===== config.mk =====
export PLATFORM = sky130hd
export DESIGN_NAME = gpu_mem_combinator_pipe_flat
export DESIGN_NICKNAME = d
export VERILOG_FILES = /design/src/rtl/gpu_mem_comb_pkg.sv /design/src/rtl/gpu_mem_combinator_pipe_if.sv /design/src/rtl/gpu_mem_comb_fifo.sv /design/src/rtl/gpu_mem_combinator_pipe.sv /design/src/flat_wrapper.sv
export SDC_FILE = /design/constraint.sdc
export NUM_CORES = 1
export LEC_CHECK = 0
export ABC_AREA = 1
export CAP_MARGIN = 0
export CORE_AREA = 2 2 259 261
export CTS_BUF_LIST = sky130_fd_sc_hd__clkbuf_16
export CTS_CLUSTER_SIZE = 14
export DETAILED_ROUTE_END_ITERATION = 10
export DIE_AREA = 0 0 261 263
export GPL_TIMING_DRIVEN = 1
export MAX_ROUTING_LAYER = met4
export PLACE_DENSITY_LB_ADDON = 0.12
export SYNTH_ARGS = -nofsm -noshare
export SYNTH_HDL_FRONTEND = slang
export SYNTH_SLANG_ARGS = --single-unit

===== constraint.sdc =====
create_clock -name clock -period 2.3 [get_ports clock]
set_input_delay 0.345 -clock clock [delete_from_list [all_inputs] [get_ports clock]]
set_output_delay 0.345 -clock clock [all_outputs]
set_load 0.05 [all_outputs]

===== src/rtl/gpu_mem_comb_pkg.sv =====
// gpu_mem_comb_pkg: mode constants and lane-mapping helpers for the GPU memory combinator.
// Helpers work on a wide fixed vector so one set of functions serves any W/LANES
// combination up to MAX_BITS total bits; callers zero-extend in and truncate out.
package gpu_mem_comb_pkg;
    localparam logic MODE_PACK   = 1'b0;
    localparam logic MODE_UNPACK = 1'b1;
    localparam int   MAX_BITS    = 1024;

    typedef logic [MAX_BITS-1:0] vec_t;

    function automatic vec_t lo_mask(input int w);
        return (vec_t'(1) << (w / 2)) - vec_t'(1);
    endfunction

    function automatic vec_t hi_mask(input int w);
        return ((vec_t'(1) << w) - vec_t'(1)) ^ lo_mask(w);
    endfunction

    // Even output word keeps the weight's high half and takes the payload's
    // high half; odd output word takes the payload's low half.
    function automatic vec_t pack_lanes(input vec_t payload, input vec_t weights,
                                        input int w, input int lanes);
        vec_t res, p, lo, hi;
        res = '0;
        lo  = lo_mask(w);
        hi  = hi_mask(w);
        for (int i = 0; i < lanes; i++) begin
            p   = (payload >> (i * w)) & (lo | hi);
            res = res | ((((weights >> (2 * i * w)) & hi) | (p >> (w / 2))) << (2 * i * w));
            res = res | ((((weights >> ((2 * i + 1) * w)) & hi) | (p & lo)) << ((2 * i + 1) * w));
        end
        return res;
    endfunction

    // Rebuild payload word i from the low halves of combined words 2i and 2i+1.
    function automatic vec_t unpack_lanes(input vec_t weights, input int w, input int lanes);
        vec_t res;
        res = '0;
        for (int i = 0; i < lanes; i++)
            res = res | (((((weights >> (2 * i * w)) & lo_mask(w)) << (w / 2)) |
                          ((weights >> ((2 * i + 1) * w)) & lo_mask(w))) << (i * w));
        return res;
    endfunction
endpackage


===== src/rtl/gpu_mem_combinator_pipe_if.sv =====
// gpu_mem_combinator_pipe_if: input/output handshake bundle of the combinator.
//   in_*  : beat from the weight fetch path (valid/ready, mode, payload, weights)
//   out_* : buffered result toward the memory write port (valid/ready, data, mode)
// slave = the combinator, master = the surrounding producer/consumer.
interface gpu_mem_combinator_pipe_if #(
    parameter int W     = 16,
    parameter int LANES = 8
);
    logic                     in_valid;
    logic                     in_ready;
    logic                     in_mode;
    logic [LANES*W-1:0]       in_payload;
    logic [2*LANES*W-1:0]     in_weights;
    logic                     out_valid;
    logic                     out_ready;
    logic                     out_mode;
    logic [2*LANES*W-1:0]     out_data;

    modport master (
        output in_valid, in_mode, in_payload, in_weights, out_ready,
        input  in_ready, out_valid, out_data, out_mode
    );

    modport slave (
        input  in_valid, in_mode, in_payload, in_weights, out_ready,
        output in_ready, out_valid, out_data, out_mode
    );
endinterface


===== src/rtl/gpu_mem_comb_fifo.sv =====
// gpu_mem_comb_fifo: DEPTH x DW synchronous FIFO with asynchronous active-low reset.
//   clock, reset     : rising-edge clock, async active-low reset
//   push, din        : write request (ignored when full)
//   pop              : read request (ignored when empty)
//   dout             : head entry (zero after reset)
//   full, empty, occupancy : registered fill state
module gpu_mem_comb_fifo #(
    parameter int DEPTH = 2,
    parameter int DW    = 8
) (
    input  logic                         clock,
    input  logic                         reset,
    input  logic                         push,
    input  logic                         pop,
    input  logic [DW-1:0]                din,
    output logic [DW-1:0]                dout,
    output logic                         full,
    output logic                         empty,
    output logic [$clog2(DEPTH+1)-1:0]   occupancy
);
    localparam int PW = DEPTH > 1 ? $clog2(DEPTH) : 1;
    localparam int CW = $clog2(DEPTH + 1);

    logic [DW-1:0] mem_q [DEPTH];
    logic [DW-1:0] mem_d [DEPTH];
    logic [PW-1:0] wr_ptr_q, wr_ptr_d, rd_ptr_q, rd_ptr_d;
    logic [CW-1:0] count_q, count_d;
    logic          do_push, do_pop;

    always_comb begin
        mem_d    = mem_q;
        do_push  = push & ~full;
        do_pop   = pop & ~empty;
        if (do_push)
            mem_d[wr_ptr_q] = din;
        wr_ptr_d = !do_push ? wr_ptr_q : (wr_ptr_q == PW'(DEPTH - 1)) ? '0 : wr_ptr_q + PW'(1);
        rd_ptr_d = !do_pop ? rd_ptr_q : (rd_ptr_q == PW'(DEPTH - 1)) ? '0 : rd_ptr_q + PW'(1);
        count_d  = count_q + CW'(do_push) - CW'(do_pop);
    end

    always_ff @(posedge clock or negedge reset) begin
        if (!reset) begin
            mem_q    <= '{default: '0};
            wr_ptr_q <= '0;
            rd_ptr_q <= '0;
            count_q  <= '0;
        end else begin
            mem_q    <= mem_d;
            wr_ptr_q <= wr_ptr_d;
            rd_ptr_q <= rd_ptr_d;
            count_q  <= count_d;
        end
    end

    assign dout      = mem_q[rd_ptr_q];
    assign full      = count_q == CW'(DEPTH);
    assign empty     = count_q == '0;
    assign occupancy = count_q;
endmodule


===== src/rtl/gpu_mem_combinator_pipe.sv =====
// gpu_mem_combinator_pipe: pipelined PACK/UNPACK combinator with output buffer and txn counter.
//   clock, reset : rising-edge clock, async active-low reset
//   bus          : slave side of the in/out valid-ready bundle
//   txn_count    : number of output handshakes, wrapping at 2^CNT_W
module gpu_mem_combinator_pipe
    import gpu_mem_comb_pkg::*;
#(
    parameter int W     = 16,
    parameter int LANES = 8,
    parameter int DEPTH = 2,
    parameter int CNT_W = 16
) (
    input  logic                 clock,
    input  logic                 reset,
    gpu_mem_combinator_pipe_if.slave bus,
    output logic [CNT_W-1:0]     txn_count
);
    localparam int OW = 2 * LANES * W;
    localparam int CW = $clog2(DEPTH + 1);

    logic [OW-1:0]    result;
    logic [OW:0]      head;
    logic             full, empty, push, pop;
    logic [CW-1:0]    occupancy;
    logic [CNT_W-1:0] txn_count_q, txn_count_d;

    always_comb begin
        result = (bus.in_mode == MODE_UNPACK)
               ? OW'(unpack_lanes(vec_t'(bus.in_weights), W, LANES))
               : OW'(pack_lanes(vec_t'(bus.in_payload), vec_t'(bus.in_weights), W, LANES));
        push        = bus.in_valid & ~full;
        pop         = ~empty & bus.out_ready;
        txn_count_d = txn_count_q + CNT_W'(pop);
    end

    gpu_mem_comb_fifo #(
        .DEPTH (DEPTH),
        .DW    (OW + 1)
    ) u_fifo (
        .clock     (clock),
        .reset     (reset),
        .push      (push),
        .pop       (pop),
        .din       ({bus.in_mode, result}),
        .dout      (head),
        .full      (full),
        .empty     (empty),
        .occupancy (occupancy)
    );

    always_ff @(posedge clock or negedge reset) begin
        if (!reset)
            txn_count_q <= '0;
        else
            txn_count_q <= txn_count_d;
    end

    // Ready depends only on registered occupancy, so a full buffer refuses
    // a beat even while the head is being popped.
    assign bus.in_ready                = occupancy < CW'(DEPTH);
    assign bus.out_valid               = ~empty;
    assign {bus.out_mode, bus.out_data} = head;
    assign txn_count                   = txn_count_q;
endmodule


===== src/flat_wrapper.sv =====
// flat-port wrapper written by rule: the top's interface ports become plain ports
module gpu_mem_combinator_pipe_flat import gpu_mem_comb_pkg::*;
#(
    parameter int W     = 16,
    parameter int LANES = 8,
    parameter int DEPTH = 2,
    parameter int CNT_W = 16
)
  (clock, reset, txn_count, bus_in_valid, bus_in_mode, bus_in_payload, bus_in_weights, bus_out_ready, bus_in_ready, bus_out_valid, bus_out_data, bus_out_mode);
  gpu_mem_combinator_pipe_if #(.W(W), .LANES(LANES)) bus_i ();
  input  logic clock;
  input  logic reset;
  output logic [CNT_W-1:0] txn_count;
  input wire logic [$bits(bus_i.in_valid)-1:0] bus_in_valid;
  input wire logic [$bits(bus_i.in_mode)-1:0] bus_in_mode;
  input wire logic [$bits(bus_i.in_payload)-1:0] bus_in_payload;
  input wire logic [$bits(bus_i.in_weights)-1:0] bus_in_weights;
  input wire logic [$bits(bus_i.out_ready)-1:0] bus_out_ready;
  output wire logic [$bits(bus_i.in_ready)-1:0] bus_in_ready;
  output wire logic [$bits(bus_i.out_valid)-1:0] bus_out_valid;
  output wire logic [$bits(bus_i.out_data)-1:0] bus_out_data;
  output wire logic [$bits(bus_i.out_mode)-1:0] bus_out_mode;
  assign bus_i.in_valid = bus_in_valid;
  assign bus_i.in_mode = bus_in_mode;
  assign bus_i.in_payload = bus_in_payload;
  assign bus_i.in_weights = bus_in_weights;
  assign bus_i.out_ready = bus_out_ready;
  assign bus_in_ready = bus_i.in_ready;
  assign bus_out_valid = bus_i.out_valid;
  assign bus_out_data = bus_i.out_data;
  assign bus_out_mode = bus_i.out_mode;
  gpu_mem_combinator_pipe #(.W(W), .LANES(LANES), .DEPTH(DEPTH), .CNT_W(CNT_W)) u_core (.clock(clock), .reset(reset), .bus(bus_i), .txn_count(txn_count));
endmodule

==> results.sh, run 1 <==
export IMPL_layoutNonFillerInstCount=5074
export IMPL_grt_max_degree=89
export IMPL_r2r_end="u_core.txn_count[10]$_DFF_PN0_"
export IMPL_fill_cells=5773
export IMPL_rows=94
export IMPL_cp_depth=6
export IMPL_ys_ff_latch=534
export IMPL_ctsLongestPathBuffers=3
export IMPL_yosysSeqAreaShare_pct=51.8
export IMPL_finalMaxSlewViolations=0
export IMPL_insertion_delay_ps=620
export IMPL_synth_top_area_share_pct=51.8
export IMPL_period_needed_ps=2380
export IMPL_hold_viol=0
export IMPL_drt_first_pass_iters=5
export IMPL_crit_chain="buf_12 -> buf_16 -> buf_16 -> o21ai_1 -> buf_4 -> buf_12"
export IMPL_yosysUniqueCellTypes=20
export IMPL_drive_gt1_share_pct=16.2
export IMPL_tns_ps=-1320
export IMPL_cp_top_family="buffers and inverters"
export IMPL_fin_skew_ps=16.8
export IMPL_routedWlPerCell_um=17.1
export IMPL_multi_input_area_sq_um=11200
export IMPL_dpl_cell_count=4940
export IMPL_cts_tree="yes"
export IMPL_outcome="finished with violations"
export IMPL_synth_area_sq_um=25800
export IMPL_startpoint_type="flip-flop"
export IMPL_wl_um=87000
export IMPL_total_power_mw=65.4
export IMPL_chipWidth_um=261
export IMPL_grt_pass1_wl_um=132000
export IMPL_syn_area_per_cell_sq_um=7.30
export IMPL_dp_final_hpwl_um=59100
export IMPL_port_buffers=663
export IMPL_r2r_setup_slack_ps=360
export IMPL_yosys_warnings=0
export IMPL_antenna_left=0
export IMPL_startpoint="u_core.u_fifo.rd_ptr_q$_DFFE_PN0P_"
export IMPL_pin_count=664
export IMPL_critPathRequiredTime_ps=1960
export IMPL_hold_class="input port to flip-flop"
export IMPL_slowest_delay_ps=480
export IMPL_failed_checks="negative setup slack"
export IMPL_vias=23800
export IMPL_fp_dieArea_sq_um=68600
export IMPL_synth_nets=3929
export IMPL_timing_fmax_mhz=421
export IMPL_reg2reg_from="u_core.u_fifo.occupancy[0]$_DFF_PN0_"
export IMPL_worstSetupPathType="flip-flop to primary output"
export IMPL_slew_headroom_pct=55.5
export IMPL_area_growth_pct=54.8
export IMPL_critPathCaptureType="primary output"
export IMPL_yosysTopAreaCell="dfrtp_1"
export IMPL_gp_congestion=0.831
export IMPL_grt_overflow_total=0
export IMPL_grt_usage_pct=25.3
export IMPL_die_h_um=263
export IMPL_synth_area_top_cells="dfrtp_1 52%, nand2_1 25%, o21ai_0 8.1%, inv_1 5.8%, nor2_1 2.0%"
export IMPL_worstPathArrival_ps=2030
export IMPL_cp_max_fo=10
export IMPL_ff_latch_area_sq_um=13400
export IMPL_fin_area_sq_um=39900
export IMPL_slowest_stage="dfrtp_4"
export IMPL_grt_pass1_vias=23100
export IMPL_setup_violations=81
export IMPL_synthCells=3536
export IMPL_cts_reportedPaths_clkPinSlew_ps=60
export IMPL_cts_root_buf="clkbuf_16"
export IMPL_critPathBufInv=5
export IMPL_peakVddDrop_uv=1030
export IMPL_clock_sinks=534
export IMPL_start_util_pct=39.3
export IMPL_hold_start="bus_in_mode"
export IMPL_final_period_utilization_pct=103
export IMPL_rsz0062_at_grt="yes"
export IMPL_htreeDepth=2
export IMPL_critPathCapture="bus_out_data[217]"
export IMPL_cellPowerDensity_nw_per_um2=1640
export IMPL_reg2regPathDepth=11
export IMPL_core_area_sq_um=65600
export IMPL_drt_iter0_drc=1409
export IMPL_final_setup_worst_slack_ps=-78.0
export IMPL_p_leak_nw=19.6
export IMPL_via_per_inst=4.70
export IMPL_drc_errors=0
export IMPL_numCtsBuffers=59
export IMPL_drv_cap=0
export IMPL_postPlaceCellArea_sq_um=36100
export IMPL_antenna_found_initial=10
export IMPL_tightest_slew_ps=666
export IMPL_nNetsFinal=4551
[metal layers]
layer	vias up	share of wire, %	global-route usage (%)
met5	-	0	-
met4	0	3.6	9.23
met3	140	8.0	7.38
met2	566	48	40.1
met1	11200	41	30.5
li1	11900	-	-
[registers in the layout, indices dropped and copies added, names as in the netlist]
register	flops
u_core.u_fifo.occupancy	2
u_core.txn_count	16
u_core.u_fifo.rd_ptr_q	1
u_core.u_fifo.wr_ptr_q	1
u_core.u_fifo.mem_q	514
[stage by stage]
step	hold slack [ps]	util (%)	setup WS (ps)
2_1_floorplan	49.4	-	-115
3_3_place_gp	329	55.0	174
3_5_place_dp	331	55.0	134
4_1_cts	139	59.3	-158
5_1_grt	167	60.8	-117
6_report	170	60.8	-78.0
[placed cells by master (no fill, tap or decap), types with 2 or more instances in the layout]
master / instances
o21ai_0: 169
clkbuf_16: 69
buf_6: 6
nand3_1: 6
bufinv_16: 4
nand4_1: 5
buf_16: 10
dfrtp_1: 533
o21ai_2: 76
diode_2: 11
inv_1: 415
clkinv_2: 10
ha_1: 4
inv_2: 2
o21ai_1: 180
o21ai_4: 93
xnor2_1: 5
nand2_2: 58
xor2_1: 5
clkinv_1: 10
clkdlybuf4s50_1: 395
dlymetal6s2s_1: 6
buf_4: 49
nand2_4: 2
buf_12: 295
nand2_1: 1642
nor2_1: 140
[power by group]
part	internal (mW)	switching [mW]
sequential	13.4	1.70
clock	5.17	3.81
combinational	17.0	24.4
total	35.5	29.9
[repair_timing]
action / CTS / global route
gates resized for setup: 301 / 201
gates cloned: 4 / 13
endpoints found under the setup margin: 227 / 259
pin swaps: 8 / 27
hold buffers: 1 / 0
hold endpoints to repair: 32 / 0
buffers inserted: 3 / 0
[final cells by class]
cell class              count  area share [%]
multi-input cells        2387            28.1
diodes                     11          0.0690
clock buffers              61            3.82
well taps                 864            2.71
repair buffers            773            27.3
clock inverters            41           0.690
inverters                 403            3.81
flip-flops and latches    534            33.5
[synth_stat cells]
master    number
nor2_1       140
nor2_4         1
dfrtp_1      534
xor2_1         5
o21ai_1       98
xnor2_1        5
o21ai_0      419
buf_1          7
buf_2         98
nand2_1     1702
inv_2          3
o21ai_4        1
buf_6         26
clkbuf_1      63
nand3_1        6
nand2_4        1
buf_4         18
nand4_1        5
ha_1           4
inv_1        400
[tightest hold or removal path, cell delays in order]
cell      delay, ps
clkbuf_8        210
nor2_1           90
nand2_1          50
nand2_1          40
[cell families (layout without fill, tap and decap cells)]
| kind of cell | after synthesis | in the layout | share of synthesized area, % |
|---|---|---|---|
| AND/OR/NAND/NOR | 1855 | 1855 | 27.1 |
| buffers and inverters | 615 | 1278 | 10.4 |
| flip-flops | 534 | 534 | 51.8 |
| AO/OA/AOI/OAI | 518 | 518 | 10.1 |
| XOR/XNOR | 10 | 10 | 0.340 |
| adder cells (fa/ha/maj) | 4 | 4 | 0.194 |
| other | 0 | 11 | 0 |
[how the worst min path moves through the flow]
stage | depth (start not counted) | slack (ps) | endpoint
3_3_place_gp | 1 | 330 | u_core.u_fifo.mem_q[64]$_DFFE_PN0P_
6_report | 4 | 170 | u_core.u_fifo.mem_q[230]$_DFFE_PN0P_
2_1_floorplan | 0 | 50 | u_core.txn_count[0]$_DFF_PN0_
3_5_place_dp | 1 | 330 | u_core.u_fifo.mem_q[320]$_DFFE_PN0P_
5_1_grt | 4 | 170 | u_core.u_fifo.mem_q[230]$_DFFE_PN0P_
4_1_cts | 4 | 140 | u_core.u_fifo.mem_q[230]$_DFFE_PN0P_
No activity file was read; power rests on OpenSTA's default activity.
==> inputs of run 2 (changes only) <==
GPL_TIMING_DRIVEN = default   (was 1)
SLEW_MARGIN = 30   (was default)
==> results of run 2 <==
No change in the layout: final DEF, timing and power equal those of run 1.
